==> src/rtl/instr_encoder.sv <==
// rtl/instr_encoder.sv - MIPS instruction encoder with address-tagged output FIFO
// Encodes symbolic requests into 32-bit words and queues them with their byte address.
module instr_encoder #(
  parameter int          DEPTH     = 4,
  parameter logic [31:0] BASE_ADDR = 32'h0000_3000,
  parameter int          MAX_WORDS = 1024
) (
  input  logic        clk,
  input  logic        reset,
  input  logic        clear,
  input  logic        req_valid,
  output logic        req_ready,
  input  logic [3:0]  op_sel,
  input  logic [4:0]  rs,
  input  logic [4:0]  rt,
  input  logic [4:0]  rd,
  input  logic [15:0] imm16,
  input  logic [25:0] target26,
  output logic        out_valid,
  input  logic        out_ready,
  output logic [31:0] out_instr,
  output logic [31:0] out_addr,
  output logic [10:0] word_cnt,
  output logic        limit_hit,
  output logic        err,
  output logic [3:0]  err_op
);

  localparam int PW = $clog2(DEPTH);
  localparam int CW = PW + 1;

  logic [31:0]   instr_mem_q [DEPTH];
  logic [31:0]   addr_mem_q  [DEPTH];
  logic [PW-1:0] wr_ptr_q, wr_ptr_d;
  logic [PW-1:0] rd_ptr_q, rd_ptr_d;
  logic [CW-1:0] count_q, count_d;
  logic [10:0]   word_cnt_q, word_cnt_d;
  logic          err_q, err_d;
  logic [3:0]    err_op_q, err_op_d;

  logic [31:0] enc_word;
  logic [31:0] tag;
  logic        full, legal, accept, push, pop;

  assign full      = (count_q == CW'(DEPTH));
  assign limit_hit = (word_cnt_q == 11'(MAX_WORDS));
  assign req_ready = !full && !limit_hit && !clear;
  assign accept    = req_valid && req_ready;
  assign legal     = (op_sel <= 4'd10);
  assign push      = accept && legal;
  assign out_valid = (count_q != '0);
  // clear wins over a pop in the same cycle
  assign pop       = out_valid && out_ready && !clear;
  assign tag       = BASE_ADDR + {19'd0, word_cnt_q, 2'b00};

  assign out_instr = instr_mem_q[rd_ptr_q];
  assign out_addr  = addr_mem_q[rd_ptr_q];
  assign word_cnt  = word_cnt_q;
  assign err       = err_q;
  assign err_op    = err_op_q;

  always_comb begin
    enc_word = 32'h0000_0000;
    case (op_sel)
      4'd1:    enc_word = {6'b000000, rs, rt, rd, 5'b00000, 6'b100001};
      4'd2:    enc_word = {6'b000000, rs, rt, rd, 5'b00000, 6'b100011};
      4'd3:    enc_word = {6'b001101, rs, rt, imm16};
      4'd4:    enc_word = {6'b001111, 5'b00000, rt, imm16};
      4'd5:    enc_word = {6'b100011, rs, rt, imm16};
      4'd6:    enc_word = {6'b101011, rs, rt, imm16};
      4'd7:    enc_word = {6'b000100, rs, rt, imm16};
      4'd8:    enc_word = {6'b000010, target26};
      4'd9:    enc_word = {6'b000011, target26};
      4'd10:   enc_word = {6'b000000, rs, 15'd0, 6'b001000};
      default: enc_word = 32'h0000_0000;
    endcase
  end

  always_comb begin
    wr_ptr_d   = wr_ptr_q;
    rd_ptr_d   = rd_ptr_q;
    count_d    = count_q;
    word_cnt_d = word_cnt_q;
    err_d      = err_q;
    err_op_d   = err_op_q;
    if (clear) begin
      wr_ptr_d   = '0;
      rd_ptr_d   = '0;
      count_d    = '0;
      word_cnt_d = '0;
      err_d      = 1'b0;
      err_op_d   = 4'd0;
    end else begin
      if (push) begin
        wr_ptr_d   = wr_ptr_q + PW'(1);
        word_cnt_d = word_cnt_q + 11'd1;
      end
      if (pop) begin
        rd_ptr_d = rd_ptr_q + PW'(1);
      end
      count_d = count_q + CW'(push) - CW'(pop);
      // illegal requests complete the handshake but only raise the sticky error
      if (accept && !legal) begin
        err_d = 1'b1;
        if (!err_q) err_op_d = op_sel;
      end
    end
  end

  always_ff @(posedge clk or negedge reset) begin
    if (!reset) begin
      wr_ptr_q   <= '0;
      rd_ptr_q   <= '0;
      count_q    <= '0;
      word_cnt_q <= '0;
      err_q      <= 1'b0;
      err_op_q   <= 4'd0;
    end else begin
      wr_ptr_q   <= wr_ptr_d;
      rd_ptr_q   <= rd_ptr_d;
      count_q    <= count_d;
      word_cnt_q <= word_cnt_d;
      err_q      <= err_d;
      err_op_q   <= err_op_d;
    end
  end

  always_ff @(posedge clk or negedge reset) begin
    if (!reset) begin
      for (int i = 0; i < DEPTH; i++) begin
        instr_mem_q[i] <= 32'h0000_0000;
        addr_mem_q[i]  <= BASE_ADDR;
      end
    end else if (clear) begin
      for (int i = 0; i < DEPTH; i++) begin
        instr_mem_q[i] <= 32'h0000_0000;
        addr_mem_q[i]  <= BASE_ADDR;
      end
    end else if (push) begin
      instr_mem_q[wr_ptr_q] <= enc_word;
      addr_mem_q[wr_ptr_q]  <= tag;
    end
  end

endmodule

==> config.mk <==
export PLATFORM = sky130hd
export DESIGN_NAME = instr_encoder
export DESIGN_NICKNAME = d
export VERILOG_FILES = /design/src/rtl/instr_encoder.sv
export SDC_FILE = /design/constraint.sdc
export NUM_CORES = 1
export LEC_CHECK = 0
export ABC_AREA = 1
export CAP_MARGIN = 20
export CORE_UTILIZATION = 28
export CTS_BUF_LIST = sky130_fd_sc_hd__clkbuf_16
export DETAILED_ROUTE_END_ITERATION = 12
export SETUP_SLACK_MARGIN = 0.3
export SYNTH_ARGS = -nofsm -noshare
export SYNTH_HDL_FRONTEND = slang
export SYNTH_SLANG_ARGS = --single-unit
==> constraint.sdc <==
create_clock -name clk -period 3.2 [get_ports clk]
set_input_delay 0.8 -clock clk [delete_from_list [all_inputs] [get_ports clk]]
set_output_delay 0.8 -clock clk [all_outputs]
set_load 0.01 [all_outputs]
== Word level (Yosys, flattened, before mapping) ==
Index checks and enable logic that the tools add are counted.

* Add/subtract/negate cells: 6
* $mul: 0
* Divide/modulo/power cells: 0
* Magnitude comparators: 4
* Eq/ne operators: 13
* Shift-type cells: 0
* Muxes and demuxes: 27
* Bitwise operators: 2
* Reductions and logical operators: 17

{| class="wikitable"
|+ Operators by type and width
! cell !! count
|-
| $mux 128 || 4
|-
| $pmux 32 s10 || 1
|-
| $bwmux 128 || 2
|-
| $mux 32 || 5
|-
| $bmux 32 s2 || 2
|-
| $demux 32 s2 || 1
|-
| $mux 11 || 2
|-
| $eq 4x3->1 const B || 4
|-
| $add 14x13->15 const A || 1
|-
| $eq 4x4->1 const B || 3
|-
| $mux 4 || 3
|-
| $add 11x1->11 const B || 1
|-
| $eq 11x11->1 const B || 1
|-
| $eq 4x2->1 const B || 2
|-
| $logic_and 1x1->1 || 8
|-
| $mux 2 || 4
|-
| $ge 3x3->1 const B || 2
|-
| $not 2->3 || 2
|-
| $reduce_bool 2->1 || 3
|-
| $add 2x1->2 const B || 2
|-
| $eq 4x1->1 const B || 1
|-
| $le 4x4->1 const B || 1
|-
| $logic_not 1->1 || 4
|-
| $add 3x1->3 || 1
|-
| 8 further kinds || 9
|}

* Register bits: 279
* Latch bits: 0
* RAM bits: 0
* Bits in read-only memories: 0
* Word-level logic and storage cells: 83
* Memories kept: 0

== Longest topological paths before layout ==
* Depth after elaboration: 9
* Depth in mapped cells: 13

== Worst setup path before layout ==
No wires, ideal clock.

* Kind: input -> register
* From: input port clear
* To: register count_q[2]
* Setup time: 0.124 ns
* Arrival: 2.508 ns
* Data required time: 3.076 ns
* Path slack: 0.568 ns
* Stages: 10
* Buffers on the path: 1
* Cells stage by stage: clkbuf_1 a21oi_2 nand4_4 ha_1 inv_1 ha_1 inv_1 fa_1 o21ai_0 a21oi_1

* Word-level cells in the longest chain between the ends: 7
* Elaborated cells on any way between the ends: 8
* Classes of those cells: add/sub (2); mux (1); reduce/logical (5)

{| class="wikitable"
|+ Ends and longest elaborated chain
! what !! RTL line !! RTL
|-
| start: declaration || 10 || <nowiki>input logic clear,</nowiki>
|-
| $logic_not 1->1 || 47, 53 ||
|-
| $logic_and 1x1->1 || 47 || <nowiki>assign req_ready = !full && !limit_hit && !clear;</nowiki>
|-
| $logic_and 1x1->1 || 48 || <nowiki>assign accept = req_valid && req_ready;</nowiki>
|-
| $logic_and 1x1->1 || 50 || <nowiki>assign push = accept && legal;</nowiki>
|-
| $add 3x1->3 || 101 || <nowiki>count_d = count_q + CW'(push) - CW'(pop);</nowiki>
|-
| $sub 3x1->3 || 101 ||
|-
| $mux 3 * || 86 || <nowiki>if (clear) begin</nowiki>
|-
| via count_d[2] || 36 || <nowiki>logic [CW-1:0] count_q, count_d;</nowiki>
|-
| end signal: assignment || 121 || <nowiki>count_q <= count_d;</nowiki>
|-
| end: declaration || 36 ||
|}

The timed path passes the listed nets; every way through them passes the cells marked *.
A chain may end at the register's enable or synchronous reset.

== Worst setup path after layout ==
* From: register rd_ptr_q[0]
* To: output port out_addr[13]

* Word-level cells in the longest chain between the ends: 4

{| class="wikitable"
|+ Ends and longest elaborated chain
! what !! RTL line !! RTL
|-
| start: declaration || 35 || <nowiki>logic [PW-1:0] rd_ptr_q, rd_ptr_d;</nowiki>
|-
| start signal: assignment || 120 || <nowiki>rd_ptr_q <= rd_ptr_d;</nowiki>
|-
| $not 2->3 (not written as such) || 57 || <nowiki>assign out_addr = addr_mem_q[rd_ptr_q];</nowiki>
|-
| $bmux 32 s2 || 57 ||
|-
| $mux 32 (not written as such) (2 in series) || 57 ||
|-
| end: declaration || 22 || <nowiki>output logic [31:0] out_addr,</nowiki>
|}

No other way between the ends. The select of a mux whose other input is x is not followed.

==> results.yml <==
setup_path:
  worstSetupEndpointType: "output port"
  worstSetupPathType: "reg -> out"
  r2r_end: "count_q[2]"
  r2r-start: "count_q[1]"
  crit_slowest_cell: "clkdlybuf4s50_1"
  crit_chain: "buf_4, buf_12, o21ai_0, o22ai_2, clkdlybuf4s50_1"
  worst_setup_path_start_kind: "register"
  endpoint: "out_addr[13]"
  rr_worst_depth: 11
  critical-path-max-stage-delay_ns: 0.58
  worstPathRequired_ns: 2.40
  cp_max_fo: 14
  critical_path_cell_count: 5
  cp_top_family: "buffers and inverters"
  reg2reg_slack_ns: 0.91
  cp-startpoint: "rd_ptr_q[0]"
  crit_buf_inv: 3
  crit_arrival_ns: 2.15
power_and_ir_drop:
  p_int_mw: 4.683
  p_sw_mw: 2.556
  p_total_mw: 7.239
  seq_power_share: 0.364
  swShare: 0.3531
  p_per_area_nw_per_um2: 584.1
  ir_worst_vdd_uv: 413.3
  power_frac_comb: 0.339
  p_clk_frac: 0.296
  leakagePower_nw: 6.624
final_layout:
  drive_above_1_share: 0.08479
  layout_common_cells: "nand2_1 (609), dfrtp_1 (188), nor2_1 (120)"
  layout_commonest_cell: "nand2_1"
  regArea_sq_um: 4888
  area_growth_pct: 27.58
  fin_nets: 1491
  antennaDiodeCount: 0
  multi_input_comb_area_sq_um: 4308
  final_util: 0.3659
  nFillCells: 3517
timing:
  fin_crit_sh: 0.9208
  worst_pin_slew_ns: 0.5722
  period_needed_ns: 2.947
  finalSetupViolations: 0
  finalWorstSetupSlack_ns: 0.2533
  maxSlewViolCount: 0
  clock_skew_ns: 0.01016
  rsz0062_at_grt: "yes"
  relSlewSlack: 0.6145
  finalSetupTns_ns: 0
  timing.fmax_ghz: 0.3394
  hold_viol_final: 0
drt:
  avgRoutedWirePerCell_um: 16.42
  drt-initial-drc-count: 563
  drc: 0
  drt_first_pass_iters: 5
  vias: 8792
  routed_wl_um: 30780
  drtAntennaViolNets: 0
  viasPerCell: 4.689
yosys:
  synth-async-reset-ratio: 1.000
  avgSynthCellArea_sq_um: 7.501
  synth_edf_count: 0
  synth_ff_type: "dfrtp_1"
  yosysWarnings: 0
  ys_seq_elements: 195
  ys_types: 32
  syn-cell-area_sq_um: 9714
  yosysSeqAreaShare: 0.5028
  synth_cells: 1295
global_route:
  grt_overflow_total: 0
  grt_max_degree: 61
  antenna_found_initial: 1
  grt_use_total: 0.1766
  grt_pass1_wl_um: 48590
  grt_pass1_vias: 8438
clocking:
  cts.clk_slew.worst_paths_ns: 0.08
  cts_buffers: 17
  cts-root-buf: "clkbuf_16"
  clock-sinks: 195
  cts_hold_buf: 0
  htreeDepth: 4
  cts_tree: "done"
  clock_latency_ns: 0.45
  clockBufferDepth: 2
die:
  io_pins: 149
  die_y_um: 188.3
  rows: 67
  dieArea_sq_um: 35440
  start_util: 0.2868
  die_w_um: 188.3
  coreArea_sq_um: 33870
place:
  gp_congestion: 0.7958
  portBuffers: 128
  hpwl_um: 19170
  pre_cts_ws_ns: 0.1814
min_path:
  min_path_type: "in -> async"
run:
  drv_cap: 0
status:
  outcome: "finished clean"
==> Yosys cell counts, drive strengths merged (4+ instances only) <==
cell / count / area, sq um
nand4: 11 / 83.83
a21oi: 6 / 37.54
dfrtp: 191 / 4780
a22o: 7 / 61.31
o21ai: 113 / 565.5
ha: 8 / 100.1
buf: 63 / 405.4
nor2: 126 / 483.0
clkbuf: 32 / 120.1
nand3: 24 / 120.1
inv: 38 / 142.6
dfstp: 4 / 105.1
o22ai: 43 / 269.0
nand2: 615 / 2341
==> final cells by class <==
cell class,instances,area share
sequential,195,0.3944
multi-input combinational,984,0.3476
timing repair buffer,178,0.1544
tap,448,0.04523
clock buffer,17,0.03433
inverter,40,0.01232
clock inverter,13,0.01171
==> registers in the layout (all words and copies together), names as in the netlist <==
signal / flops
instr_mem_q: 124
addr_mem_q: 48
word_cnt: 11
err_op: 4
count_q: 3
rd_ptr_q: 2
wr_ptr_q: 2
err: 1
==> power by group through the flow <==
stage	Combinational, mW	Clock, mW	Sequential, mW
6_report	2.46	2.15	2.64
5_1_grt	2.67	2.28	2.65
4_1_cts	2.48	2.18	2.64
3_5_place_dp	2.38	0	2.69
3_3_place_gp	2.37	0	2.69
2_1_floorplan	1.19	0	2.66
==> per-layer routing <==
metal,GRT usage,vias to the layer above,routed length (um)
met1,0.2438,4230,14320
met4,0.04346,0,447
li1,-,4293,-
met3,0.03222,23,1606
met2,0.2846,246,14410
met5,0,-,0
==> per-stage QoR <==
stage	instance area, sq um	std cells	hold slack, ns
floorplan	9786	1314	0.4366
global placement	11610	1834	0.4477
detailed placement	11610	1834	0.4518
CTS	12370	1874	0.2938
global route	12390	1875	0.3072
finish	12390	1875	0.2871
==> how the worst min path moves through the flow <==
stage | depth (start not counted) | startpoint | endpoint | slack (ns)
after floorplan | 2 | addr_mem_q[34] | addr_mem_q[34] | 0.44
after global placement | 2 | instr_mem_q[42] | instr_mem_q[42] | 0.45
after detailed placement | 2 | addr_mem_q[45] | addr_mem_q[45] | 0.45
after CTS | 1 | reset | addr_mem_q[10] | 0.29
after global routing | 1 | reset | word_cnt[7] | 0.31
final | 1 | reset | word_cnt[7] | 0.29
==> kinds of logic (layout without fill, tap and decap cells) <==
logic type	Yosys count	after routing	synth area share
flops	195	195	0.5028
xor+xnor	2	2	0.001804
buf+inv	135	248	0.06955
simple gates	780	780	0.3139
other cells	1	20	0.0003860
compound gates	173	173	0.09918
fa+ha+maj	9	9	0.01237
==> repair_timing <==
action / 4_1_cts / 5_1_grt
resized for setup: 53 / 20
endpoints found under the setup margin: 46 / 14
setup buffers: 6 / 1
gates cloned: 4 / 0
pin swaps: 4 / 4
No activity file was read; power rests on OpenSTA's default activity.
